File: src/rtl/vga_stream_out_if.sv
`default_nettype none
// ============================================================================
//  Module   : vga_stream_out_if
//  Purpose  : Pixel stream handshake between an upstream image pipeline and
//             the VGA output block (valid/ready plus frame/line markers).
//  Revision : 1.0 - initial release
// ============================================================================
interface vga_stream_out_if #(
    parameter int RGB_W = 6
);
    logic [RGB_W-1:0] pix_data;
    logic             pix_valid;
    logic             pix_ready;
    logic             sof;
    logic             eol;

    // Upstream producer side
    modport master (
        output pix_data,
        output pix_valid,
        input  pix_ready,
        input  sof,
        input  eol
    );

    // VGA output block side
    modport slave (
        input  pix_data,
        input  pix_valid,
        output pix_ready,
        output sof,
        output eol
    );
endinterface
`default_nettype wire

File: src/rtl/vga_stream_out.sv
`default_nettype none
// ============================================================================
//  Module   : vga_stream_out
//  Purpose  : Parametrised VGA timing generator that pulls pixels from an
//             upstream valid/ready stream and drives registered rgb/hsync/
//             vsync. Missing pixels are blanked and flagged as underflow.
//             Optional macro VGA_TEST_PATTERN_EN adds a tp_sel input that
//             replaces the stream with 8 vertical colour bars.
//  Revision : 1.0 - initial release
// ============================================================================
module vga_stream_out #(
    parameter int   H_ACTIVE = 640,
    parameter int   H_FP     = 16,
    parameter int   H_SYNC   = 96,
    parameter int   H_BP     = 48,
    parameter int   V_ACTIVE = 480,
    parameter int   V_FP     = 10,
    parameter int   V_SYNC   = 2,
    parameter int   V_BP     = 33,
    parameter int   RGB_W    = 6,
    parameter logic HS_POL   = 1'b0,
    parameter logic VS_POL   = 1'b0
) (
    input  logic             clk,
    input  logic             rst,
    input  logic             en,
`ifdef VGA_TEST_PATTERN_EN
    input  logic             tp_sel,
`endif
    vga_stream_out_if.slave  stream,
    output logic [RGB_W-1:0] rgb,
    output logic             hsync,
    output logic             vsync,
    output logic             underflow,
    input  logic             uf_clr
);

    // ------------------------------------------------------------------------
    // Derived timing constants
    // ------------------------------------------------------------------------
    localparam int c_H_TOTAL = H_ACTIVE + H_FP + H_SYNC + H_BP;
    localparam int c_V_TOTAL = V_ACTIVE + V_FP + V_SYNC + V_BP;
    localparam int c_HW      = $clog2(c_H_TOTAL);
    localparam int c_VW      = $clog2(c_V_TOTAL);

    localparam logic [c_HW-1:0] c_H_LAST     = c_HW'(c_H_TOTAL - 1);
    localparam logic [c_HW-1:0] c_H_ACT      = c_HW'(H_ACTIVE);
    localparam logic [c_HW-1:0] c_H_EOL      = c_HW'(H_ACTIVE - 1);
    localparam logic [c_HW-1:0] c_H_SYNC_BEG = c_HW'(H_ACTIVE + H_FP);
    localparam logic [c_HW-1:0] c_H_SYNC_END = c_HW'(H_ACTIVE + H_FP + H_SYNC);

    localparam logic [c_VW-1:0] c_V_LAST     = c_VW'(c_V_TOTAL - 1);
    localparam logic [c_VW-1:0] c_V_ACT      = c_VW'(V_ACTIVE);
    localparam logic [c_VW-1:0] c_V_SYNC_BEG = c_VW'(V_ACTIVE + V_FP);
    localparam logic [c_VW-1:0] c_V_SYNC_END = c_VW'(V_ACTIVE + V_FP + V_SYNC);

    // ------------------------------------------------------------------------
    // State
    // ------------------------------------------------------------------------
    logic [c_HW-1:0]  r_h_cnt;
    logic [c_VW-1:0]  r_v_cnt;
    logic [RGB_W-1:0] r_rgb;
    logic             r_hsync;
    logic             r_vsync;
    logic             r_underflow;

    logic             w_h_wrap;
    logic             w_v_wrap;
    logic             w_active;
    logic             w_hs_zone;
    logic             w_vs_zone;
    logic             w_tp_on;
    logic             w_ready;
    logic             w_uf_set;
    logic [RGB_W-1:0] w_rgb_nxt;
    logic             w_hs_nxt;
    logic             w_vs_nxt;

    // ------------------------------------------------------------------------
    // Raster decode
    // ------------------------------------------------------------------------
    assign w_h_wrap  = (r_h_cnt == c_H_LAST);
    assign w_v_wrap  = (r_v_cnt == c_V_LAST);
    assign w_active  = (r_h_cnt < c_H_ACT) && (r_v_cnt < c_V_ACT);
    assign w_hs_zone = (r_h_cnt >= c_H_SYNC_BEG) && (r_h_cnt < c_H_SYNC_END);
    assign w_vs_zone = (r_v_cnt >= c_V_SYNC_BEG) && (r_v_cnt < c_V_SYNC_END);

`ifdef VGA_TEST_PATTERN_EN
    // Colour bars: bar k lights the MSB of R, G, B from bits 2, 1, 0 of k.
    localparam int                c_CW      = RGB_W / 3;
    localparam logic [c_HW+2:0]   c_BAR_DIV = (c_HW + 3)'(H_ACTIVE);

    logic [2:0]       w_bar_idx;
    logic [RGB_W-1:0] w_bar_rgb;

    assign w_tp_on   = tp_sel;
    assign w_bar_idx = 3'(({3'b000, r_h_cnt} << 3) / c_BAR_DIV);

    // Build the bar colour from the bar index
    always_comb begin
        w_bar_rgb                      = '0;
        w_bar_rgb[RGB_W-1]             = w_bar_idx[2];
        w_bar_rgb[RGB_W-1-c_CW]        = w_bar_idx[1];
        w_bar_rgb[RGB_W-1-(2*c_CW)]    = w_bar_idx[0];
    end
`else
    assign w_tp_on = 1'b0;
`endif

    // The stream is consumed only in the active area while enabled and out of
    // reset; reset gates ready so it behaves exactly like en=0.
    assign w_ready  = en && rst && w_active && !w_tp_on;
    assign w_uf_set = w_ready && !stream.pix_valid;

    assign stream.pix_ready = w_ready;
    assign stream.sof       = w_ready && (r_h_cnt == '0) && (r_v_cnt == '0);
    assign stream.eol       = w_ready && (r_h_cnt == c_H_EOL);

    // Next output values: take the pixel on a transfer, blank otherwise
    always_comb begin
        w_rgb_nxt = '0;
        if (w_ready && stream.pix_valid) begin
            w_rgb_nxt = stream.pix_data;
        end
`ifdef VGA_TEST_PATTERN_EN
        if (en && w_active && w_tp_on) begin
            w_rgb_nxt = w_bar_rgb;
        end
`endif
        w_hs_nxt = (en && w_hs_zone) ? HS_POL : ~HS_POL;
        w_vs_nxt = (en && w_vs_zone) ? VS_POL : ~VS_POL;
    end

    // Raster counters: free-run while enabled, return to frame origin when not
    always_ff @(posedge clk or negedge rst) begin
        if (!rst) begin
            r_h_cnt <= '0;
            r_v_cnt <= '0;
        end else if (!en) begin
            r_h_cnt <= '0;
            r_v_cnt <= '0;
        end else if (w_h_wrap) begin
            r_h_cnt <= '0;
            r_v_cnt <= w_v_wrap ? '0 : r_v_cnt + c_VW'(1);
        end else begin
            r_h_cnt <= r_h_cnt + c_HW'(1);
        end
    end

    // Pin registers: colour and syncs share one stage so they stay aligned
    always_ff @(posedge clk or negedge rst) begin
        if (!rst) begin
            r_rgb   <= '0;
            r_hsync <= ~HS_POL;
            r_vsync <= ~VS_POL;
        end else begin
            r_rgb   <= w_rgb_nxt;
            r_hsync <= w_hs_nxt;
            r_vsync <= w_vs_nxt;
        end
    end

    // Sticky underflow flag; a new underflow beats a simultaneous clear
    always_ff @(posedge clk or negedge rst) begin
        if (!rst) begin
            r_underflow <= 1'b0;
        end else if (w_uf_set) begin
            r_underflow <= 1'b1;
        end else if (uf_clr) begin
            r_underflow <= 1'b0;
        end
    end

    assign rgb       = r_rgb;
    assign hsync     = r_hsync;
    assign vsync     = r_vsync;
    assign underflow = r_underflow;

endmodule
`default_nettype wire
File: src/flat_wrapper.sv
// flat-port wrapper written by rule: the top's interface ports become plain ports
module vga_stream_out_flat 
#(
    parameter int   H_ACTIVE = 640,
    parameter int   H_FP     = 16,
    parameter int   H_SYNC   = 96,
    parameter int   H_BP     = 48,
    parameter int   V_ACTIVE = 480,
    parameter int   V_FP     = 10,
    parameter int   V_SYNC   = 2,
    parameter int   V_BP     = 33,
    parameter int   RGB_W    = 6,
    parameter logic HS_POL   = 1'b0,
    parameter logic VS_POL   = 1'b0
)
  (clk, rst, en, rgb, hsync, vsync, underflow, uf_clr, stream_pix_data, stream_pix_valid, stream_pix_ready, stream_sof, stream_eol);
  vga_stream_out_if #(.RGB_W(RGB_W)) stream_i ();
  input  logic clk;
  input  logic rst;
  input  logic en;
  output logic [RGB_W-1:0] rgb;
  output logic hsync;
  output logic vsync;
  output logic underflow;
  input  logic uf_clr;
  input wire logic [$bits(stream_i.pix_data)-1:0] stream_pix_data;
  input wire logic [$bits(stream_i.pix_valid)-1:0] stream_pix_valid;
  output wire logic [$bits(stream_i.pix_ready)-1:0] stream_pix_ready;
  output wire logic [$bits(stream_i.sof)-1:0] stream_sof;
  output wire logic [$bits(stream_i.eol)-1:0] stream_eol;
  assign stream_i.pix_data = stream_pix_data;
  assign stream_i.pix_valid = stream_pix_valid;
  assign stream_pix_ready = stream_i.pix_ready;
  assign stream_sof = stream_i.sof;
  assign stream_eol = stream_i.eol;
  vga_stream_out #(.H_ACTIVE(H_ACTIVE), .H_FP(H_FP), .H_SYNC(H_SYNC), .H_BP(H_BP), .V_ACTIVE(V_ACTIVE), .V_FP(V_FP), .V_SYNC(V_SYNC), .V_BP(V_BP), .RGB_W(RGB_W), .HS_POL(HS_POL), .VS_POL(VS_POL)) u_core (.clk(clk), .rst(rst), .en(en), .stream(stream_i), .rgb(rgb), .hsync(hsync), .vsync(vsync), .underflow(underflow), .uf_clr(uf_clr));
endmodule
File: config.mk
export PLATFORM = sky130hd
export DESIGN_NAME = vga_stream_out_flat
export DESIGN_NICKNAME = d
export VERILOG_FILES = /design/src/rtl/vga_stream_out_if.sv /design/src/rtl/vga_stream_out.sv /design/src/flat_wrapper.sv
export SDC_FILE = /design/constraint.sdc
export NUM_CORES = 1
export LEC_CHECK = 0
export BUFFER_PORTS_ARGS = -buffer_cell sky130_fd_sc_hd__buf_2
export CAP_MARGIN = 5
export CORE_MARGIN = 2
export CORE_UTILIZATION = 55
export DETAILED_ROUTE_END_ITERATION = 16
export PLACE_DENSITY_LB_ADDON = 0.1
export SYNTH_ARGS = -nofsm -noshare
export SYNTH_HDL_FRONTEND = slang
export SYNTH_SLANG_ARGS = --single-unit
File: constraint.sdc
create_clock -name clk -period 2.6 [get_ports clk]
set_input_delay 0.39 -clock clk [delete_from_list [all_inputs] [get_ports clk]]
set_output_delay 0.39 -clock clk [all_outputs]
set_load 0.02 [all_outputs]
==> flow_metrics.py <==
metrics = {
    "detailed_routing": {
        "antenna_left": 0,
        "drt_iter0_markers": 57,
        "wl_um": 3190,
        "firstDrtPassIters": 4,
        "top_layer": "met4",
        "wl_met3_um": 270,
        "wl_met2_um": 1500,
        "met1_length_um": 1340,
        "vias_per_cell": 6.09,
        "num_vias": 1291,
        "wl_per_cell_um": 15.1,
        "drc": 0,
    },
    "cells_and_area": {
        "post-route-util": 0.679,
        "antennaDiodeCount": 0,
        "fin_cells": 212,
        "fin_nets": 196,
        "drive_gt1_frac": 0.225,
        "syn2layout_area_growth_pct": 14.9,
    },
    "worst_setup_path": {
        "rr_endpoint": "u_core.r_v_cnt[9]",
        "worstSetupPathType": "flip-flop to output port",
        "worstPathMaxFanout": 9,
        "cp.arrival_ps": 1980,
        "endpoint_kind": "output port",
        "worstPathRequired_ps": 2210,
        "reg2reg_from": "u_core.r_h_cnt[0]",
        "startpoint_type": "flip-flop",
        "reg2reg_depth": 5,
        "rrSetupSlack_ps": 260,
    },
    "cts": {
        "post_cts_buffers": 0,
        "htree_levels": 2,
        "cts-root-buf": "clkbuf_4",
        "cts_resized": 0,
        "cts_tree": "yes",
        "cts_buffers": 5,
        "postCtsHoldBufs": 0,
        "path_clk_slew_ps": 90,
        "cts_buffer_depth": 2,
        "worstSkewPairLatency_ps": 330,
        "cts.sinks": 29,
    },
    "power": {
        "cellInternalPower_mw": 0.640,
        "peakVddDrop_v": 0.000415,
        "power_mw": 0.841,
        "p_clk_frac": 0.369,
        "pwr-share-seq": 0.552,
        "swShare": 0.239,
        "power.switching_mw": 0.201,
        "p_comb_frac": 0.080,
        "leakage_nw": 0.789,
        "power_density_nw_per_um2": 491,
    },
    "grt": {
        "grt_max_degree": 30,
        "grt_pass1_vias": 1187,
        "globalRouteTotalUtil": 0.219,
        "grt_pass1_wl_um": 5280,
        "antenna_found_initial": 0,
        "grt-ovfl-total": 0,
    },
    "logic_synthesis": {
        "muxShareOfSynthArea": 0.00672,
        "synth_edf_count": 0,
        "yosys.area.top_type_share": 0.453,
        "yosysUniqueCellTypes": 37,
        "synth_compound_area_frac": 0.101,
        "ys_seq_area_frac": 0.489,
        "synth_fa_ha_area_frac": 0.0336,
        "netlist_instances": 152,
        "synth_top_family_by_area": "simple AND/OR/NAND/NOR gates",
        "synth_warnings": 0,
        "synth_flop_cell": "dfrtp_1",
        "synth-async-reset-ratio": 1.00,
        "synth-simple-area-share": 0.286,
        "ys_seq_elements": 29,
        "synth_area_um2": 1490,
        "synth.area.top_cells": "dfrtp_1, nand3_1, dfstp_2",
        "yosysTopAreaCell": "dfrtp_1",
        "synth_xor_area_frac": 0.0411,
        "avgSynthCellArea_um2": 9.80,
        "syn_nets": 167,
    },
    "die": {
        "die_y_um": 56.1,
        "initial_utilization": 0.591,
        "ios": 23,
        "die_w_um": 56.1,
        "dieArea_um2": 3140,
        "core_area_um2": 2520,
        "rows": 18,
    },
    "flow_run": {
        "drv_cap": 0,
    },
    "timing": {
        "slew_viol_final": 0,
        "max_slew_margin": 0.651,
        "tns_ps": 0,
        "tightest_slew_ps": 519,
        "fmax_ghz": 0.421,
        "hold_violations": 0,
        "min_period_ps": 2370,
        "fin_skew_ps": 11.3,
        "rsz0062_at_grt": "false",
        "setup_violations": 0,
        "post-route-worst-setup-slack_ps": 226,
        "fin_crit_sh": 0.913,
    },
    "place": {
        "hpwl_um": 2240,
        "gp_congestion": 0.853,
        "post-place-cells": 204,
        "io_buffers": 22,
        "dp_slack_ps": 299,
    },
    "outcome": {
        "status": "completed",
    },
    "min_path": {
        "hold_path.class": "input port to async pin",
    },
}
how the worst max path moves through the flow:
stage / startpoint / end / cells after the start
global placement: u_core.r_h_cnt[0] / u_core.r_v_cnt[9] / 5
detailed placement: u_core.r_h_cnt[0] / u_core.r_v_cnt[9] / 5
CTS: u_core.r_v_cnt[5] / stream_sof / 6
finish: u_core.r_v_cnt[5] / stream_sof / 6
global route: u_core.r_v_cnt[5] / stream_sof / 6
floorplan: u_core.r_v_cnt[5] / stream_sof / 5
metrics by stage:
step	hold WS, ps	area, um^2
2_1_floorplan	94.4	1490
3_3_place_gp	443	1640
3_5_place_dp	456	1640
4_1_cts	85.5	1710
5_1_grt	106	1710
6_report	87.5	1710
cells in the final DEF, fill, tap and decap left out, drive strengths merged, types with 3 or more instances in the layout:
cell type	n
nand2	10
inv	8
o21ai	7
and4	4
and3	8
or3	7
ha	4
nand3	12
a21oi	5
a31oi	3
nor2	12
nor4b	3
xor2	6
nor3	3
dfrtp	27
nand4	6
buf	27
clkbuf	7
registers in the layout, summed over array words and instances (netlist names):
signal	flops
u_core.r_h_cnt	10
u_core.r_v_cnt	10
u_core.rgb	6
u_core.hsync	1
u_core.underflow	1
u_core.vsync	1
metal layers:
layer,vias up,global-route usage
met3,11,0.0837
met5,-,0
li1,621,-
met4,0,0.0782
met2,66,0.334
met1,593,0.285
logic make-up (layout without fill, tap and decap cells):
group | Yosys count | in the layout
AND/OR/NAND/NOR | 74 | 74
buffers and inverters | 13 | 43
multiplexers | 1 | 1
adder cells (fa/ha/maj) | 4 | 4
XOR/XNOR | 7 | 7
flip-flops | 29 | 29
AO/OA/AOI/OAI | 24 | 24
synth_stat cells (all sizes together), types with 3 or more instances:
cell   number
a21oi       5
a31oi       3
and3        8
and4        4
buf         3
dfrtp      27
ha          4
inv         8
nand2      10
nand3      12
nand4       6
nor2       12
nor3        3
nor4b       3
o21ai       7
or3         7
xor2        6
power by group through the flow:
stage          Combinational (mW)  Sequential [mW]  Clock (mW)
2_1_floorplan              0.0291            0.477           0
3_3_place_gp               0.0658            0.472           0
3_5_place_dp               0.0674            0.473           0
4_1_cts                    0.0676            0.464       0.320
5_1_grt                    0.0748            0.465       0.341
6_report                   0.0670            0.464       0.310
final cells by class:
cell class	instances	area (um^2)
clock buffers	7	65.1
flip-flops and latches	29	728
multi-input cells	110	698
inverters	8	30.0
clock inverters	1	5.00
fillers	219	811
repair buffers	27	148
well taps	30	37.5
critical path: stages (launching register included):
cell and delay [ps]:
dfrtp_1 480, and4_1 270, nor4b_2 250, buf_4 190
nand2_1 70, nor3_1 190, buf_2 190
Power figures use the tool's default switching activity.
